--- config.mk ---
export PLATFORM = sky130hd
export DESIGN_NAME = bsg_mesh_router_output_arbiter_wh
export DESIGN_NICKNAME = d
export VERILOG_FILES = /design/src/rtl/bsg_mesh_router_pkg.sv /design/src/rtl/bsg_mesh_router_rr_picker.sv /design/src/rtl/bsg_mesh_router_output_arbiter_wh.sv
export SDC_FILE = /design/constraint.sdc
export NUM_CORES = 1
export LEC_CHECK = 0
export CAP_MARGIN = 20
export CORE_UTILIZATION = 25
export DETAILED_ROUTE_END_ITERATION = 8
export HOLD_SLACK_MARGIN = 0.15
export SYNTH_ARGS = -nofsm -noshare
export SYNTH_HDL_FRONTEND = slang
export SYNTH_SLANG_ARGS = --single-unit
--- constraint.sdc ---
create_clock -name clk_i -period 4.8 [get_ports clk_i]
set_input_delay 0.96 -clock clk_i [delete_from_list [all_inputs] [get_ports clk_i]]
set_output_delay 0.96 -clock clk_i [all_outputs]
set_load 0.03 [all_outputs]
--- src/rtl/bsg_mesh_router_pkg.sv ---
// Shared types and constants for the mesh router output arbiter.
//   mesh_arb_state_e     : arbiter FSM state (idle or locked to a packet owner)
//   mesh_arb_max_len_gp  : largest body-flit count a default 4-bit length field can hold
package bsg_mesh_router_pkg;

    typedef enum logic {eArbIdle, eArbLock} mesh_arb_state_e;

    localparam int mesh_arb_max_len_gp = 15;

endpackage

--- src/rtl/bsg_mesh_router_rr_picker.sv ---
// Combinational round-robin picker.
// Finds the first set request starting at rr_ptr_i and wrapping modulo num_in_p.
//   v_i          in   num_in_p   request vector
//   rr_ptr_i     in   idx_w_p    search start index (always < num_in_p)
//   winner_oh_o  out  num_in_p   one-hot winner, all zero when there is no request
//   winner_idx_o out  idx_w_p    encoded winner index, 0 when there is no request
module bsg_mesh_router_rr_picker
    import bsg_mesh_router_pkg::*;
#(
    parameter int num_in_p = 5,
    parameter int idx_w_p  = (num_in_p > 1) ? $clog2(num_in_p) : 1
) (
    input  logic [num_in_p-1:0] v_i,
    input  logic [idx_w_p-1:0]  rr_ptr_i,
    output logic [num_in_p-1:0] winner_oh_o,
    output logic [idx_w_p-1:0]  winner_idx_o
);

    // Walk the offsets from farthest to nearest so the nearest request to the
    // pointer is the last one written and therefore wins.
    always_comb begin
        int k;
        k            = 0;
        winner_oh_o  = '0;
        winner_idx_o = '0;
        for (int off = num_in_p - 1; off >= 0; off--) begin
            k = int'(rr_ptr_i) + off;
            if (k >= num_in_p) k = k - num_in_p;
            if (v_i[k]) begin
                winner_oh_o    = '0;
                winner_oh_o[k] = 1'b1;
                winner_idx_o   = idx_w_p'(k);
            end
        end
    end

endmodule

--- src/rtl/bsg_mesh_router_output_arbiter_wh.sv ---
// Per-output-port wormhole arbiter: round-robin head grant, packet lock until
// the last body flit has left, and credit-gated flit transfer.
// Optional feature macro: BSG_MESH_ROUTER_ARB_STALL_CNT_EN (adds stall_cnt_o).
//   clk_i        in   1                     clock
//   reset_n_i    in   1                     synchronous reset, active-low
//   v_i          in   num_in_p              per-input flit valid for this output
//   len_i        in   num_in_p*len_width_p  per-input body-flit count (used on head grant)
//   grant_o      out  num_in_p              one-hot owner / current winner
//   yumi_o       out  num_in_p              one-hot flit consumed this cycle
//   v_o          out  1                     flit sent on the output link
//   credit_i     in   1                     downstream freed one slot
//   locked_o     out  1                     output reserved mid-packet
//   stall_cnt_o  out  32                    (macro only) cycles with requests but no send
module bsg_mesh_router_output_arbiter_wh
    import bsg_mesh_router_pkg::*;
#(
    parameter int num_in_p    = 5,
    parameter int len_width_p = 4,
    parameter int credits_p   = 4
) (
    input  logic                          clk_i,
    input  logic                          reset_n_i,
    input  logic [num_in_p-1:0]           v_i,
    input  logic [num_in_p*len_width_p-1:0] len_i,
    output logic [num_in_p-1:0]           grant_o,
    output logic [num_in_p-1:0]           yumi_o,
    output logic                          v_o,
    input  logic                          credit_i,
    output logic                          locked_o
`ifdef BSG_MESH_ROUTER_ARB_STALL_CNT_EN
    ,output logic [31:0]                  stall_cnt_o
`endif
);

    localparam int idx_w_lp  = (num_in_p > 1) ? $clog2(num_in_p) : 1;
    localparam int cred_w_lp = $clog2(credits_p + 1);

    mesh_arb_state_e        state_q, state_d;
    logic [idx_w_lp-1:0]    rr_ptr_q, rr_ptr_d;
    logic [idx_w_lp-1:0]    owner_q, owner_d;
    logic [len_width_p-1:0] body_cnt_q, body_cnt_d;
    logic [cred_w_lp-1:0]   credits_q, credits_d;

    logic [num_in_p-1:0]    win_oh;
    logic [idx_w_lp-1:0]    win_idx;
    logic [num_in_p-1:0]    owner_oh;
    logic [len_width_p-1:0] win_len;
    logic                   can_send;

    bsg_mesh_router_rr_picker #(
        .num_in_p (num_in_p),
        .idx_w_p  (idx_w_lp)
    ) picker (
        .v_i          (v_i),
        .rr_ptr_i     (rr_ptr_q),
        .winner_oh_o  (win_oh),
        .winner_idx_o (win_idx)
    );

    always_comb begin
        for (int i = 0; i < num_in_p; i++) begin
            owner_oh[i] = (int'(owner_q) == i);
        end
    end

    assign win_len  = len_i[int'(win_idx)*len_width_p +: len_width_p];
    assign can_send = (credits_q != '0);

    // Outputs are forced low while reset is held so nothing leaks mid-reset.
    always_comb begin
        grant_o = '0;
        if (reset_n_i) begin
            grant_o = (state_q == eArbLock) ? owner_oh : win_oh;
        end
        yumi_o   = grant_o & v_i & {num_in_p{can_send}};
        v_o      = |yumi_o;
        locked_o = reset_n_i & (state_q == eArbLock);
    end

    always_comb begin
        int nxt;
        nxt        = int'(win_idx) + 1;
        if (nxt >= num_in_p) nxt = 0;
        state_d    = state_q;
        rr_ptr_d   = rr_ptr_q;
        owner_d    = owner_q;
        body_cnt_d = body_cnt_q;
        credits_d  = credits_q;

        case (state_q)
            eArbIdle: begin
                if (v_o) begin
                    // Pointer moves only once the head actually leaves.
                    rr_ptr_d = idx_w_lp'(nxt);
                    if (win_len != '0) begin
                        body_cnt_d = win_len;
                        owner_d    = win_idx;
                        state_d    = eArbLock;
                    end
                end
            end
            eArbLock: begin
                if (v_o) begin
                    body_cnt_d = body_cnt_q - len_width_p'(1);
                    if (body_cnt_q == len_width_p'(1)) state_d = eArbIdle;
                end
            end
            default: state_d = eArbIdle;
        endcase

        if (v_o && !credit_i) begin
            credits_d = credits_q - cred_w_lp'(1);
        end else if (credit_i && !v_o && (credits_q != cred_w_lp'(credits_p))) begin
            credits_d = credits_q + cred_w_lp'(1);
        end
    end

    always_ff @(posedge clk_i) begin
        if (!reset_n_i) begin
            state_q    <= eArbIdle;
            rr_ptr_q   <= '0;
            owner_q    <= '0;
            body_cnt_q <= '0;
            credits_q  <= cred_w_lp'(credits_p);
        end else begin
            state_q    <= state_d;
            rr_ptr_q   <= rr_ptr_d;
            owner_q    <= owner_d;
            body_cnt_q <= body_cnt_d;
            credits_q  <= credits_d;
        end
    end

`ifdef BSG_MESH_ROUTER_ARB_STALL_CNT_EN
    logic [31:0] stall_cnt_q;

    always_ff @(posedge clk_i) begin
        if (!reset_n_i) begin
            stall_cnt_q <= '0;
        end else if ((|v_i) && !v_o && (stall_cnt_q != '1)) begin
            stall_cnt_q <= stall_cnt_q + 32'd1;
        end
    end

    assign stall_cnt_o = stall_cnt_q;
`endif

    always_ff @(posedge clk_i) begin
        if (reset_n_i) begin
            assert ($onehot0(grant_o)) else $fatal(1, "grant_o not one-hot");
            assert ($onehot0(yumi_o))  else $fatal(1, "yumi_o not one-hot");
            assert (!v_o || can_send)  else $fatal(1, "v_o without credit");
            assert (!(credit_i && (credits_q == cred_w_lp'(credits_p))))
                else $fatal(1, "credit returned while counter full");
        end
    end

endmodule

# Yosys cells after proc, flatten, opt, wreduce, memory -nomap -nowiden
# Cells that the tools add are included.
# word_totals
regBits,14
out_inout_bits,12
inputBits,28
# classes
n_eq_ne,9
shifts,1
bitwise_logic,4
n_reduce_logical,18
magnitude_cmp,16
n_mux,54
add_sub_neg,13
# op_table
cell,count
$ge 32x1->1 const B,5
$lt 32x5->1 const B,5
$mux 32,5
$ge 32x4->1 const B,4
$sub 32x4->32 const B,4
$mux 5,7
$mux 3,8
$shiftx 20x6->4,1
$mux 1,19
$bmux 1 s3,5
$demux 1 s3,5
$mux 4,3
$and 5x5->5,2
$eq 3x3->1 const B,3
$add 3x1->4 const B,2
$add 3x2->4 const B,2
$logic_and 1x1->1,8
$pmux 4 s2,1
$ne 2x2->1 const B,3
$reduce_and 3->1,2
$reduce_or 5->1,1
$add 3x3->4 const B,1
$eq 4x1->1 const B,1
$ge 4x3->1 const B,1
other kinds (16),17

# Longest topological paths before layout
# Gate-level depths: netlist (run 1).
# depth
word_depth,22
ltp_mapped,24

# Cells and area by module
# From an unflattened synthesis (run 1), not the netlist that was laid out.
# unflattened
hier_cells,409
area_unflattened_um2,3104.2
# modules_own_cells
mod,n_inst,area_each_um2,cells_each
bsg_mesh_router_rr_picker,1,1774.2,244
bsg_mesh_router_output_arbiter_wh,1,1330.0,165

# Worst setup path after synthesis (run 1)
# Ideal clock, no wire load.
# synth_path
path_type,register to register
start,register rr_ptr_q[0]
end,register credits_q[2]
path_stages_with_launch,22
t_required_ns,4.661
synth_period_minus_slack_ns,5.638
slack_ns,-0.838
arrival_ns,5.499
path_buffers,4
setup_time_ns,0.139
cell_sequence,dfxtp_1 buf_4 clkinv_1 ha_1 fa_1 a21boi_2 mux2_4 a221o_1 o21a_1 buf_6 nor3_1 a211oi_1 o21ai_1 and3_1 or4_1 buf_2 buf_2 nand2b_1 fa_1 nand2b_1 o311ai_0 o211ai_1
# synth_between
elab_chain_len,21
# synth_rtl
item,line_no,source
"start, declared",bsg_mesh_router_output_arbiter_wh.sv:39,"logic [idx_w_lp-1:0] rr_ptr_q, rr_ptr_d;"
"start signal, assigned",bsg_mesh_router_output_arbiter_wh.sv:127,rr_ptr_q <= rr_ptr_d;
$add 3x3->4,bsg_mesh_router_rr_picker.sv:27,k = int'(rr_ptr_i) + off;
$sub 32x4->32 or $ge 32x4->1 (tied branches),bsg_mesh_router_rr_picker.sv:28,if (k >= num_in_p) k = k - num_in_p;
$mux 32,bsg_mesh_router_rr_picker.sv:28,
$ge 32x1->1 (not written as such) or $lt 32x5->1 (tied branches),bsg_mesh_router_rr_picker.sv:31,winner_oh_o[k] = 1'b1;
$logic_and 1x1->1 (not written as such),bsg_mesh_router_rr_picker.sv:31,
$mux 1 (not written as such),bsg_mesh_router_rr_picker.sv:31,
$demux 1 s3,n/a,
$mux 5 (4 in series),bsg_mesh_router_rr_picker.sv:29,if (v_i[k]) begin
(+3 left out),n/a,
via grant_o[3],bsg_mesh_router_output_arbiter_wh.sv:25,"output logic [num_in_p-1:0] grant_o,"
$and 5x5->5 * (2 in series),bsg_mesh_router_output_arbiter_wh.sv:75,yumi_o = grant_o & v_i & {num_in_p{can_send}};
via yumi_o[3],bsg_mesh_router_output_arbiter_wh.sv:26,"output logic [num_in_p-1:0] yumi_o,"
$reduce_or 5->1 *,bsg_mesh_router_output_arbiter_wh.sv:76,v_o = |yumi_o;
via v_o,bsg_mesh_router_output_arbiter_wh.sv:27,"output logic v_o,"
$logic_not 1->1,bsg_mesh_router_output_arbiter_wh.sv:113,end else if (credit_i && !v_o && (credits_q != cred_w_lp'(credits_p))) begin
$logic_and 1x1->1 (2 in series),bsg_mesh_router_output_arbiter_wh.sv:113,
$reduce_bool 2->1 (no source line),n/a,
"end signal, assigned",bsg_mesh_router_output_arbiter_wh.sv:124,credits_q <= cred_w_lp'(credits_p);
"end signal, assigned",bsg_mesh_router_output_arbiter_wh.sv:130,credits_q <= credits_d;
"end, declared",bsg_mesh_router_output_arbiter_wh.sv:42,"logic [cred_w_lp-1:0] credits_q, credits_d;"
# The timed path passes the listed nets; every way through them passes the cells marked *. The select of a mux whose other input is x is not followed.
# A chain may end at the register's enable or synchronous reset.

# Worst setup path in the final report (run 1)
# layout_path
start,register rr_ptr_q[1]
end,output v_o
# layout_between
elab_chain_len,17
# layout_rtl
item,line_no,source
$add 3x3->4,bsg_mesh_router_rr_picker.sv:27,
$sub 32x4->32 or $ge 32x4->1 (tied branches),bsg_mesh_router_rr_picker.sv:28,
$mux 32,bsg_mesh_router_rr_picker.sv:28,
$ge 32x1->1 (not written as such) or $lt 32x5->1 (tied branches),bsg_mesh_router_rr_picker.sv:31,
$logic_and 1x1->1 (not written as such),bsg_mesh_router_rr_picker.sv:31,
$mux 1 (not written as such),bsg_mesh_router_rr_picker.sv:31,
$demux 1 s3,n/a,
$mux 5 (4 in series),bsg_mesh_router_rr_picker.sv:29,
$mux 5 *,bsg_mesh_router_rr_picker.sv:29,
$mux 5 *,bsg_mesh_router_output_arbiter_wh.sv:73,grant_o = (state_q == eArbLock) ? owner_oh : win_oh;
$mux 5 *,bsg_mesh_router_output_arbiter_wh.sv:72,if (reset_n_i) begin
$and 5x5->5 * (2 in series),bsg_mesh_router_output_arbiter_wh.sv:75,
$reduce_or 5->1 *,bsg_mesh_router_output_arbiter_wh.sv:76,
"end, declared",bsg_mesh_router_output_arbiter_wh.sv:27,
# Mark *: on every way between the ends. The rest lies on a longest branch, timed or not. The select of a mux whose other input is x is not followed.

==> flow_metrics.env, run 1 <==
export IMPL_cts_htree_levels=1
export IMPL_crit_top_cell="buf_4"
export IMPL_setup_slack_ns=0.09395
export IMPL_switching_power_uw=1779
export IMPL_synth_cell_type_count=83
export IMPL_wl_met2_um=5653
export IMPL_wire_per_inst_um=16.49
export IMPL_leakagePower_uw=0.001976
export IMPL_placed_cell_area_um2=4365
export IMPL_swShare_pct=51.66
export IMPL_crit_fanout=10
export IMPL_status="finished, final reports clean"
export IMPL_worst_slew_pin_slew_ns=0.5950
export IMPL_reg2reg_slack_ns=0.25
export IMPL_top_layer_used="met4"
export IMPL_port_buffers=39
export IMPL_drive_above_1_share_pct=25.93
export IMPL_fp_dieW_um=117.7
export IMPL_antenna_cells=0
export IMPL_synth_top_area_share_pct=8.979
export IMPL_ios=40
export IMPL_endpoint_kind="primary output"
export IMPL_hold_viol_final=0
export IMPL_cp_arrival_ns=3.75
export IMPL_fin_crit_ns=4.706
export IMPL_slowest_delay_ns=0.55
export IMPL_seq_area_frac_synth_pct=8.380
export IMPL_synth_net_count=545
export IMPL_max_cap_violations=0
export IMPL_syn_inst=491
export IMPL_grt_pass1_wl_um=20240
export IMPL_syn_area_um2=3344
export IMPL_holdPathStages=2
export IMPL_grt_max_degree=43
export IMPL_row_count=41
export IMPL_power_frac_seq_pct=6.1
export IMPL_viasPerCell=5.379
export IMPL_cts_root_buffer="clkbuf_16"
export IMPL_finalSetupViolations=0
export IMPL_synthFlopType="dfxtp_1"
export IMPL_synth_seq_cells=14
export IMPL_dr_wl_met3_um=788
export IMPL_area_growth_pct=39.58
export IMPL_clock_latency_ns=0.24
export IMPL_comb_power_share_pct=88.9
export IMPL_core_area_um2=12820
export IMPL_worstPathCellList="buf_4 -> ha_1 -> fa_2 -> a21boi_2 -> mux2_4 -> a221o_1 -> o21a_4 -> nor2_1 -> a211oi_1 -> o22ai_1 -> o2bb2ai_1 -> or4_4 -> buf_4"
export IMPL_cts_tree="done"
export IMPL_ir_worst_vdd_uv=196.0
export IMPL_yosys_top_cells_area="ha_1, dfxtp_1, nand2_1, nor2_1, o21ai_0"
export IMPL_worstRegToRegCells=20
export IMPL_ant_nets=0
export IMPL_dieArea_um2=13840
export IMPL_hold_path_class="register to register"
export IMPL_start_util_pct=26.08
export IMPL_die_h_um=117.7
export IMPL_worstSetupPathType="register to primary output"
export IMPL_whs_ns=0.4789
export IMPL_grt_ovfl_total=0
export IMPL_yosys_warnings=0
export IMPL_grt_util_all_layers_pct=17.71
export IMPL_drtIter0Drc=369
export IMPL_clk_pin_slew_ns=0.05
export IMPL_slew_limit_headroom_pct=59.83
export IMPL_clockPowerShare_pct=5.0
export IMPL_vias=4120
export IMPL_fin_area_um2=4668
export IMPL_crit_path_top_delay_cell="or4_4"
export IMPL_synthArstFlopShare_pct=0
export IMPL_power_density_nw_per_um2=737.5
export IMPL_worst_ep_required_time_ns=3.84
export IMPL_place_ws_ns=-0.1819
export IMPL_clock_fmax_mhz=212.5
export IMPL_dp_hpwl_um=10130
export IMPL_first_pass_iters=5
export IMPL_fin_crit_sh_pct=98.04
export IMPL_grt_pass1_vias=3909
export IMPL_avgSynthCellArea_um2=6.812
export IMPL_gp_congestion=0.9770
export IMPL_maxSlewViolCount=0
export IMPL_antenna_found_initial=0
export IMPL_start_kind="register"
export IMPL_numClockSinks=14
export IMPL_cts_buffers=3
export IMPL_nets=649
export IMPL_finClkSkew_ns=0.0009616
export IMPL_synth_edf_count=0
export IMPL_routed_wirelength_um=12630
export IMPL_cts_max_path_buffers=2
export IMPL_drc=0
export IMPL_p_int_uw=1664
export IMPL_wl_met1_um=6039
export IMPL_synth_top_cell_by_area="ha_1"
[state kept, by name, indices dropped and copies added, names as in the netlist]
name	flops
owner_q	3
state_q	1
body_cnt_q	4
rr_ptr_q	3
credits_q	3
[cell usage after synthesis (4+ instances only)]
library cell,number
and3_1,6
nand2_1,60
nand2b_1,15
inv_1,20
buf_2,16
mux2i_1,15
o21ai_0,33
a21o_1,9
dfxtp_1,14
o211ai_1,8
clkbuf_1,11
and3b_1,5
ha_1,24
nand3_1,17
nor2_1,53
o21a_1,6
a211oi_1,17
a31oi_1,6
o22ai_1,4
nor3_1,9
a32o_1,4
a21oi_1,29
or2_2,4
nor2b_1,7
and2_1,6
mux2_2,4
[placed cells by master (no fill, tap or decap), drive strengths merged, types with 9 or more instances in the layout]
cell	synthesis	routed
buf	20	102
nand2	60	60
nor2	53	53
o21ai	35	35
a21oi	31	31
clkdlybuf4s50	0	24
ha	24	24
inv	21	20
a211oi	18	18
nand3	17	17
mux2i	15	15
nand2b	15	15
dfxtp	14	14
nor3	9	9
a21o	9	9
[critical path, delay by kind of cell (launching register included)]
family | cells | cell delay, ns
AOI/OAI and AO/OA | 6 | 1.23
adders and majority gates | 2 | 0.58
buffers and inverters | 2 | 0.37
muxes | 1 | 0.33
and+or+nand+nor | 2 | 0.66
DFF | 1 | 0.33
[layout make-up]
cell class	instances	area, µm²
flip-flops and latches	14	282.8
well taps	172	215.2
repair buffers	130	1052
multi-input cells	423	2929
fillers	1387	8157
inverters	23	100.1
clock buffers	4	88.84
[logic make-up (layout without fill, tap and decap cells)]
family / Yosys count / in the layout / synth area share [%]
buffers and inverters: 54 / 157 / 7.445
muxes: 21 / 21 / 6.958
adders and majority gates: 26 / 26 / 10.18
xor gates and xnor gates: 5 / 5 / 1.534
other: 1 / 1 / 0.1121
AOI/OAI and AO/OA: 165 / 165 / 34.83
DFF: 14 / 14 / 8.380
and+or+nand+nor: 205 / 205 / 30.57
[power by group through the flow]
stage	clock [µW]	sequential [µW]	combinational, µW
global route	187	216	3320
floorplan	0	197	1860
global placement	0	206	2810
finish	174	209	3060
detailed placement	0	209	2830
CTS	178	207	2900
[timing repair]
action,CTS,global route
gates resized for setup,11,20
pin swaps,2,6
hold buffers,0,0
buffers inserted,2,13
endpoints found under the setup margin,1,4
[through the flow]
step,TNS [ns],instances,util [%],power [µW]
global placement,-0.1726,747,34.04,3020
detailed placement,-0.3484,747,34.04,3037
CTS,0,753,35.07,3287
finish,0,766,36.40,3443
global route,-0.04156,766,36.40,3720
floorplan,0,491,-,2059
[routing by layer]
metal / vias to the layer above / GRT usage (%)
met1: 1931 / 25.51
met3: 15 / 1.647
met2: 153 / 28.82
met5: - / 0
li1: 2021 / -
met4: 0 / 2.644
[path summary, 6_finish.rpt]
kind,to,from
worst min register to register,body_cnt_q[1],body_cnt_q[1]
worst max register to register,body_cnt_q[2],rr_ptr_q[1]
worst max-delay path,v_o,rr_ptr_q[1]
worst min-delay path,body_cnt_q[1],body_cnt_q[1]
Power figures use the tool's default switching activity.
==> run 2: changes to the inputs <==
--- a/config.mk
+++ b/config.mk
@@ -9,6 +9,7 @@
 export CORE_UTILIZATION = 25
 export DETAILED_ROUTE_END_ITERATION = 8
 export HOLD_SLACK_MARGIN = 0.15
+export MAX_ROUTING_LAYER = met4
 export SYNTH_ARGS = -nofsm -noshare
 export SYNTH_HDL_FRONTEND = slang
 export SYNTH_SLANG_ARGS = --single-unit
==> run 2 against run 1 <==
Clock power is essentially flat. Sequential share of layout area grew 0.051 points. Register-to-register slack is essentially flat. Largest cell class unchanged.
==> flow_metrics.env, run 2 (synthesis gave the netlist of run 1 again) <==
export IMPL_status="finished, final reports clean"
export IMPL_whs_ns=0.4716
export IMPL_hold_path_class="register to register"
export IMPL_die_h_um=117.7
export IMPL_fin_crit_ns=4.691
export IMPL_nets=647
export IMPL_wire_per_inst_um=16.78
export IMPL_slowest_delay_ns=0.38
export IMPL_max_cap_violations=0
export IMPL_clock_fmax_mhz=213.2
export IMPL_crit_buf_inv=6
export IMPL_worstPathCellList="buf_4 -> ha_1 -> fa_2 -> a21boi_2 -> mux2_4 -> a221o_1 -> o21ai_1 -> buf_4 -> nor2_1 -> a211oi_1 -> o22ai_1 -> buf_4 -> buf_4 -> buf_4 -> nor2_1 -> buf_4"
export IMPL_placed_cell_area_um2=4365
export IMPL_crit_fanout=5
export IMPL_grt_util_all_layers_pct=18.35
export IMPL_worstReg2RegEnd="body_cnt_q[2]"
export IMPL_crit_path_top_delay_cell="fa_2"
export IMPL_post_route_util_pct=36.25
export IMPL_start_util_pct=26.08
export IMPL_critPathTopFamily="compound AO/OA/AOI/OAI gates"
export IMPL_row_count=41
export IMPL_finalSetupViolations=0
export IMPL_ir_worst_vdd_uv=189.9
export IMPL_drc=0
export IMPL_cts_max_path_buffers=2
export IMPL_viasPerCell=5.394
export IMPL_clk_pin_slew_ns=0.05
export IMPL_fp_dieW_um=117.7
export IMPL_mostFrequentLayoutCells="buf_4, nand2_1, nor2_1, o21ai_0, a21oi_1"
export IMPL_hold_start="body_cnt_q[1]"
export IMPL_numClockSinks=14
export IMPL_cp_arrival_ns=3.73
export IMPL_area_growth_pct=39.02
export IMPL_maxSlewViolCount=0
export IMPL_grt_pass1_vias=3924
export IMPL_worstSetupPathType="register to primary output"
export IMPL_place_ws_ns=-0.2164
export IMPL_crit_top_cell="buf_4"
export IMPL_setup_slack_ns=0.1090
export IMPL_routed_wirelength_um=12820
export IMPL_first_pass_iters=5
export IMPL_crit_end="grant_o[1]"
export IMPL_ios=40
export IMPL_fin_area_um2=4649
export IMPL_port_buffers=39
export IMPL_drive_above_1_share_pct=25.51
export IMPL_largest_reg_flops=4
export IMPL_core_area_um2=12820
export IMPL_antenna_cells=0
export IMPL_cts_buffers=3
export IMPL_worst_slew_pin_slew_ns=0.7056
export IMPL_hold_viol_final=0
export IMPL_cts_htree_levels=1
export IMPL_regMostFlops="body_cnt_q"
export IMPL_grt_pass1_wl_um=20280
export IMPL_reg2reg_slack_ns=0.24
export IMPL_cts_root_buffer="clkbuf_16"
export IMPL_cts_tree="done"
export IMPL_leakagePower_uw=0.001965
export IMPL_grt_max_degree=43
export IMPL_worst_ep_required_time_ns=3.84
export IMPL_slew_limit_headroom_pct=52.36
export IMPL_dieArea_um2=13840
export IMPL_worstRegToRegCells=20
export IMPL_grt_ovfl_total=0
export IMPL_fin_crit_sh_pct=97.73
export IMPL_final_common_cell="buf_4"
export IMPL_power_density_nw_per_um2=741.8
export IMPL_vias=4121
export IMPL_start_kind="register"
export IMPL_antenna_found_initial=0
export IMPL_gp_congestion=1.010
export IMPL_r2r_start="rr_ptr_q[1]"
export IMPL_clock_latency_ns=0.25
export IMPL_power_uw=3449
export IMPL_drtIter0Drc=303
export IMPL_worstSetupStartpoint="rr_ptr_q[1]"
export IMPL_ant_nets=0
export IMPL_dp_hpwl_um=10140
export IMPL_finClkSkew_ns=0.0006922
export IMPL_cp_num_cells=16
export IMPL_endpoint_kind="primary output"
==> run 2: repair_timing <==
item                                    in CTS  in global routing
endpoints found under the hold margin        0                  0
endpoints found under the setup margin       1                  7
hold buffers                                 0                  0
pin swaps                                    4                  5
buffers inserted                             4                  8
gates cloned                                 0                  1
gates resized for setup                     13                 16
==> run 2: power breakdown <==
group	leakage (µW)	switching (µW)	total [µW]	internal, µW
sequential	0.000116	50.7	210	159
combinational	0.00181	1690	3060	1380
clock	0.0000442	50.6	177	126
total	0.00197	1790	3450	1660
==> run 2: worst reg2reg max path: stages, from the launching register on <==
cell and delay (ns):
dfxtp_2 0.34, buf_4 0.15, ha_1 0.19, fa_2 0.38, a21boi_2 0.19, buf_4 0.16
o311ai_1 0.44, o21a_4 0.26, buf_4 0.14, o311ai_0 0.24, buf_4 0.23, a21o_1 0.20
buf_4 0.14, a21oi_4 0.16, inv_2 0.08, buf_4 0.14, o311a_1 0.10, o21ai_1 0.27
nand4_4 0.18, or3b_1 0.38, a31oi_1 0.13
==> run 2: how the worst min path moves through the flow <==
stage	cells after the start	end	slack, ns
after floorplan	2	body_cnt_q[1]	0.45
after global placement	2	body_cnt_q[1]	0.47
after detailed placement	2	body_cnt_q[1]	0.47
after CTS	2	body_cnt_q[1]	0.47
after global routing	2	body_cnt_q[1]	0.49
final	2	body_cnt_q[1]	0.47
==> run 2: final cells by class <==
| type | count | area (µm²) |
|---|---|---|
| repair buffers | 127 | 1022 |
| inverters | 23 | 100.1 |
| fillers | 1381 | 8175 |
| flip-flops and latches | 14 | 284.0 |
| well taps | 172 | 215.2 |
| multi-input cells | 424 | 2939 |
| clock buffers | 4 | 88.84 |
==> run 2: per-layer routing <==
| layer | GRT usage (%) | up-vias | wire length [µm] |
|---|---|---|---|
| li1 | - | 2011 | - |
| met1 | 24.89 | 1942 | 6148 |
| met2 | 28.82 | 147 | 5746 |
| met3 | 1.986 | 21 | 701 |
| met4 | 4.728 | 0 | 225 |
| met5 | - | - | 0 |
==> run 2: stage by stage <==
stage                     TNS (ns)  std cells
after floorplan                  0        491
after global placement     -0.2313        747
after detailed placement   -0.5186        747
after CTS                        0        755
after global routing      -0.04048        764
final                            0        764
